File: src/rtl/traffic_phase_sched.sv
// Two-road traffic light phase scheduler with pedestrian shortening and manual stepping.
// Optional all-red clearance phase enabled by defining TRAFFIC_ALL_RED_EN.
module traffic_phase_sched #(
    parameter int unsigned GREEN_T  = 8,
    parameter int unsigned YELLOW_T = 2,
    parameter int unsigned PED_MIN  = 3
) (
    input  logic       clk,
    input  logic       rst,
    input  logic       tick,
    input  logic       ped_req,
    input  logic       manual,
    input  logic       step,
    output logic [2:0] A,
    output logic [2:0] B,
    output logic [7:0] count,
    output logic [2:0] phase,
    output logic       ped_ack
);

    localparam logic [7:0] GREEN_C  = 8'(GREEN_T);
    localparam logic [7:0] YELLOW_C = 8'(YELLOW_T);
    localparam logic [7:0] PED_C    = 8'(PED_MIN);

    localparam logic [2:0] LAMP_R = 3'b100;
    localparam logic [2:0] LAMP_Y = 3'b010;
    localparam logic [2:0] LAMP_G = 3'b001;

    typedef enum logic [2:0] {
        ST_AG = 3'd0,
        ST_AY = 3'd1,
        ST_BG = 3'd2,
        ST_BY = 3'd3,
        ST_AR = 3'd4
    } state_t;

    state_t     state_q, state_d, state_nxt;
    logic [7:0] count_q, count_d;
    logic       latch_q, latch_d;
    logic       ack_q, ack_d;
    logic       legal;
    logic       advance;
`ifdef TRAFFIC_ALL_RED_EN
    // Remembers which yellow preceded the all-red phase (1 = road B yellow).
    logic       side_q, side_d;
`endif

    always_ff @(posedge clk or posedge rst) begin
        if (rst) begin
            state_q <= ST_AG;
            count_q <= GREEN_C;
            latch_q <= 1'b0;
            ack_q   <= 1'b0;
`ifdef TRAFFIC_ALL_RED_EN
            side_q  <= 1'b0;
`endif
        end else begin
            state_q <= state_d;
            count_q <= count_d;
            latch_q <= latch_d;
            ack_q   <= ack_d;
`ifdef TRAFFIC_ALL_RED_EN
            side_q  <= side_d;
`endif
        end
    end

    // Successor phase, used by both the timed and the manual advance.
    always_comb begin
        state_nxt = ST_AG;
`ifdef TRAFFIC_ALL_RED_EN
        side_d    = side_q;
`endif
        case (state_q)
            ST_AG: state_nxt = ST_AY;
`ifdef TRAFFIC_ALL_RED_EN
            ST_AY: begin
                state_nxt = ST_AR;
                if (advance) side_d = 1'b0;
            end
            ST_BY: begin
                state_nxt = ST_AR;
                if (advance) side_d = 1'b1;
            end
            ST_AR: state_nxt = side_q ? ST_AG : ST_BG;
`else
            ST_AY: state_nxt = ST_BG;
            ST_BY: state_nxt = ST_AG;
`endif
            ST_BG: state_nxt = ST_BY;
            default: state_nxt = ST_AG;
        endcase
    end

    always_comb begin
        state_d = state_q;
        count_d = count_q;
        latch_d = latch_q | ped_req;
        ack_d   = 1'b0;
        advance = 1'b0;

        case (state_q)
            ST_AG, ST_AY, ST_BG, ST_BY: legal = 1'b1;
`ifdef TRAFFIC_ALL_RED_EN
            ST_AR:                      legal = 1'b1;
`endif
            default:                    legal = 1'b0;
        endcase

        if (!legal) begin
            state_d = ST_AG;
            count_d = GREEN_C;
        end else if (manual) begin
            advance = step;
        end else if (tick) begin
            // Shortening looks at the latch as it stood before this cycle's request.
            if (count_q <= 8'd1) begin
                advance = 1'b1;
            end else if (state_q == ST_AG && latch_q && count_q > PED_C) begin
                count_d = PED_C;
            end else begin
                count_d = count_q - 8'd1;
            end
        end

        if (advance) begin
            state_d = state_nxt;
            case (state_nxt)
                ST_AG, ST_BG: count_d = GREEN_C;
                ST_AY, ST_BY: count_d = YELLOW_C;
                default:      count_d = 8'd1;
            endcase
            if (state_nxt == ST_BG && latch_q) begin
                ack_d   = 1'b1;
                latch_d = ped_req;
            end
        end
    end

    // Lamp decode straight from the state register.
    always_comb begin
        A = LAMP_R;
        B = LAMP_R;
        case (state_q)
            ST_AG: A = LAMP_G;
            ST_AY: A = LAMP_Y;
            ST_BG: B = LAMP_G;
            ST_BY: B = LAMP_Y;
            default: ;
        endcase
    end

    assign phase   = 3'(state_q);
    assign count   = count_q;
    assign ped_ack = ack_q;

endmodule

File: config.mk
export PLATFORM = sky130hd
export DESIGN_NAME = traffic_phase_sched
export DESIGN_NICKNAME = d
export VERILOG_FILES = /design/src/rtl/traffic_phase_sched.sv
export SDC_FILE = /design/constraint.sdc
export NUM_CORES = 1
export LEC_CHECK = 0
export BUFFER_PORTS_ARGS = -buffer_cell sky130_fd_sc_hd__buf_2
export CAP_MARGIN = 20
export CORE_ASPECT_RATIO = 1.25
export CORE_MARGIN = 5
export CORE_UTILIZATION = 30
export DETAILED_ROUTE_END_ITERATION = 10
export HOLD_SLACK_MARGIN = 0.06
export PLACE_DENSITY = 0.63
export REMOVE_ABC_BUFFERS = 1
export SYNTH_ARGS = -nofsm -noshare
export SYNTH_HDL_FRONTEND = slang
export SYNTH_SLANG_ARGS = --single-unit
export TNS_END_PERCENT = 50
File: constraint.sdc
create_clock -name clk -period 5.6 [get_ports clk]
set_input_delay 1.12 -clock clk [delete_from_list [all_inputs] [get_ports clk]]
set_output_delay 1.12 -clock clk [all_outputs]
set_load 0.005 [all_outputs]
* Word level (Yosys, flattened, before mapping)
Index checks and enable logic that the tools add are counted.
** Storage, ports and cells
- Word-level logic and storage cells :: 48
- Output and inout port bits :: 18
- Register bits :: 13
** Cells by class
- Reduce and logical (&&, ||, !) cells :: 9
- $lt $le $gt $ge :: 2
- Mux-type cells :: 21
- Equal/unequal tests :: 10
- Add/sub/neg operators :: 1
- Bitwise operators :: 1
** Operators with widths (number)
- two-way mux 8 bit :: 6
- equality test 3 x 2 -> 1 bit (second input constant) :: 4
- one-hot mux 3 bit (2 select lines) :: 2
- two-way mux 1 bit :: 9
- greater-than comparator 8 x 2 -> 1 bit (second input constant) :: 1
- <= comparator 8 x 1 -> 1 bit (second input constant) :: 1
- one-hot mux 4 bit (2 select lines) :: 1
- subtractor 8 x 1 -> 8 bit (second input constant) :: 1
- equality test 3 x 1 -> 1 bit (second input constant) :: 2
- zero test 3 bit :: 2
- two-way mux 3 bit :: 2
- != test 3 x 2 -> 1 bit (second input constant) :: 2
- one-hot mux 2 bit (3 select lines) :: 1
- OR reduction 2 bit :: 2
- OR reduction 4 bit :: 1
- logical AND 1 bit :: 3
- != test 3 bit (second input constant) :: 1
- AND reduction 3 bit :: 1
- != test 2 x 1 -> 1 bit (second input constant) :: 1
- OR 1 bit :: 1

* Logic depth before layout (Yosys ltp)
- Depth after elaboration :: 9
- Mapped depth :: 7

* Worst setup path before layout
Ideal clock, no wire load.
- Path kind :: input -> register
- Start point :: input step
- End point :: register count_q[6] (netlist: count[6])
- Buffers on the path :: 0
- Setup time :: 122 ps
- Cell stages on the path :: 5
- Data required time :: 5478 ps
- Slack :: 3375 ps
- Data arrival time :: 2103 ps
- Cells stage by stage :: and2_1 or2_2 nor2_1 nor2_1 a32o_1
** On the way
- Word-level cells in the longest chain between the ends :: 4
** RTL lines
- start, declared :: line 13 : input logic step,
- two-way mux 1 bit * :: line 113 : end else if (manual) begin
- two-way mux 1 bit * :: line 110 : if (!legal) begin
- != test 3 bit (no line) / != test 3 x 2 -> 1 bit (equally long branches)
- AND reduction 3 bit (no line)
- end signal, assigned :: line 59 : count_q <= count_d;
- end, declared :: line 38 : logic [7:0] count_q, count_d;
Mark *: on every way between the ends. The rest lies on a longest branch, timed or not.
A chain may end at the register's enable or synchronous reset.

* Worst setup path after layout
- Start point :: register state_q[0] (netlist: phase[0])
- End point :: output A[2]
** On the way
- Word-level cells in the longest chain between the ends :: 2
** RTL lines
- start, declared :: line 37 : state_t state_q, state_d, state_nxt;
- start signal, assigned :: line 58 : state_q <= state_d;
- equality test 3 x 1 -> 1 bit / zero test 3 bit (equally long branches) :: line 144 : case (state_q)
- one-hot mux 3 bit (2 select lines) * :: line 144
- end, declared :: line 14 : output logic [2:0] A,
Marked as above.

==> summary.md <==
| Metric | Value |
|---|---|
| Initial Util | `30.6%` |
| Chip Width | `roughly 57 um` |
| Vias in the first global route | `723` |
| CTS H-tree lvls | `1` |
| Max VDD drop | `roughly 0.15 mV` |
| Commonest non-fill, non-tap cell in the layout | `buf_2` |
| Skew-Pair Late Insertion Delay | `~0.28 ns` |
| Hold buffer count at CTS | `0` |
| Tcrit/Tclk final | `between 40% and 50%` |
| Met2 Resource Use GR | `17.9%` |
| Tmin final | `~2.5 ns` |
| Layout cells sized above 1 | `31.9%` |
| Drt via density | `~5.2` |
| Post-CTS Setup Bufs | `0` |
| Gr usage total | `between 10% and 20%` |
| Synthesis Warnings | `0` |
| Predominant post-synthesis flop cell | `dfrtp_1` |
| Die Y | `68.2 um` |
| Mapped Avg Cell Area | `slightly above 9 um^2` |
| Post-DP HPWL | `1.55 mm` |
| Crit end category | `output pin` |
| MaxCap Viol Count | `0` |
| Overall power | `roughly 0.6 mW` |
| Routed Antenna Nets | `0` |
| Met3 Use GR | `2.26%` |
| Synth cell types | `35` |
| XOR/XNOR share of the synthesized area | `0%` |
| Most frequent cells in the layout | `buf_2, nor2_1, dfrtp_1, nand2_1, ha_1` |
| Setup Viol. Count Final | `0` |
| Asr flop ratio synth | `100%` |
| Post-synthesis mux area share | `0%` |
| Iteration-0 DRC Markers | `39` |
| Synthesized area | `roughly 810 um^2` |
| Root buffer cell | `clkbuf_4` |
| Seq/Total Area, Yosys | `a little under two fifths` |
| CTS tree | `done` |
| Simple-gate share of the synthesized area | `28.5%` |
| CP startpoint kind | `flip-flop` |
| WP data arrival | `1.34 ns` |
| Area delta synth->final | `22.3%` |
| Filler instances | `275` |
| Total via count in the routed design | `760` |
| Reg clk slew, reported paths | `0.08 ns` |
| Core Footprint | `2650 um^2` |
| Clock Sink Count | `12` |
| Clk buf depth | `2` |
| Gate Count Post-Synth | `88` |
| Crit Path Category | `reg -> out` |
| Diode count | `0` |
| GRT Max-Usage Layer | `met2` |
| #FFs+latches synth | `12` |
| Final worst slack | `3.14 ns` |
| Pre-Repair DR Iteration Count | `4` |
| Pin count of the biggest net entering global routing | `13` |
| GR Layer Usage met1 | `12.7%` |
| Post-CTS Resized | `0` |
| Post-Place Cell Area | `958 um^2` |
| Total gr overflow | `0` |
| Post-synth EDFFs | `0` |
| Compound-Gate Fraction of Synth Area | `19.5%` |
| I/O pins | `24` |
| Fin. max-slew vios | `0` |
| RSZ-0062 raised after global routing | `false` |
| Setup TNS | `0 ns` |
| Hold/Removal Path Class | `reg -> reg` |
| Fin nets | `roughly 130` |
| Worst path required time | `4.48 ns` |
| Final Cell Area | `995 um^2` |
| P_leak | `0.484 nW` |
| Buffers added on ports | `22` |
| Drt drc | `0` |
| Row Count | `21` |
| TritonCTS Buffers | `3` |
| Routed WL | `~1.9 mm` |
| Main combinational cell family by area after synthesis | `simple AND/OR/NAND/NOR gates` |
| Status | `completed` |
| Power Density | `615 nW/um^2` |
| Clk_skew | `0.000663 ns` |
| Worst slew pin tran | `0.650 ns` |
| Relative slew slack | `between 50% and 60%` |
| Fmax | `0.406 GHz` |
| Initial antenna violation count | `0` |
| First-pass GRT wire length | `3.24 mm` |
| Adder-cell share of the synthesized area | `a little over a tenth` |
| Setup WS pre-CTS | `3.09 ns` |
| CP max FO | `6` |
| Die footprint | `3860 um^2` |
| Wire length per cell | `13.0 um` |
| Hold Fails Final Rpt | `0` |
| GP Congestion | `0.792` |
[Yosys cell counts (all sizes together), types with 2 or more instances]
cell	count	area, um^2
inv	6	22.5
nand2	8	32.5
a21oi	2	10.0
dfrtp	11	275
nor2	11	41.3
ha	7	87.6
and2	2	12.5
o311ai	4	52.6
nand3	5	25.0
a32o	2	20.0
nor4	3	25.0
nor3	4	20.0
o21ai	5	25.0
[cell families after synthesis]
| group | after synthesis |
|---|---|
| AOI/OAI and AO/OA | 19 |
| adders and majority gates | 7 |
| buffers and inverters | 7 |
| DFF | 12 |
| other | 1 |
| and+or+nand+nor | 42 |
[registers in the layout (all words and copies together), names as in the netlist]
name	cells
count	8
phase	2
latch_q	1
ped_ack	1
[where the power goes]
part	switching [mW]	leakage (nW)	internal [mW]
Clock	0.0314	0.0210	0.0396
Combinational	0.194	0.311	0.171
Sequential	0.0531	0.151	0.123
[worst paths after layout]
kind	startpoint	endpoint	slack [ns]	depth (start not counted)
hold / removal	latch_q	ped_ack	0.56	2
max in group asynchronous	rst	count[3]	4.43	2
setup reg to reg	phase[0]	count[1]	3.24	6
setup / recovery	phase[0]	A[2]	3.14	4
hold reg to reg	latch_q	ped_ack	0.56	2
min in group asynchronous	rst	count[5]	0.83	2
[per-stage QoR]
| step | util [%] | instances | hold slack (ns) |
|---|---|---|---|
| 2_1_floorplan | - | 87 | 0.526 |
| 3_3_place_gp | 36.1 | 143 | 0.543 |
| 3_5_place_dp | 36.1 | 143 | 0.553 |
| 4_1_cts | 37.5 | 147 | 0.569 |
| 5_1_grt | 37.5 | 147 | 0.595 |
| 6_report | 37.5 | 147 | 0.561 |
[worst max-delay path, cell delays in order, from the launching register on]
cell     delay, ns
dfrtp_1       0.45
inv_1         0.09
ha_1          0.30
nor2_1        0.12
buf_2         0.11
[metal layers]
metal | wire length, um | part of all wire [%] | up-vias
met5 | 0 | 0 | -
met4 | 49 | 2.6 | 0
met3 | 137 | 7.1 | 5
met2 | 910 | 47 | 32
met1 | 820 | 43 | 347
li1 | - | - | 376
[final cells by class]
cell class              instances  area (um^2)  share of cell area (%)
clock buffers                   4         36.3                    3.65
flip-flops and latches         12          302                    30.3
well taps                      34         42.5                    4.28
repair buffers                 22          110                    11.1
multi-input cells              69          482                    48.4
inverters                       6         22.5                    2.26
Power figures use the tool's default switching activity.
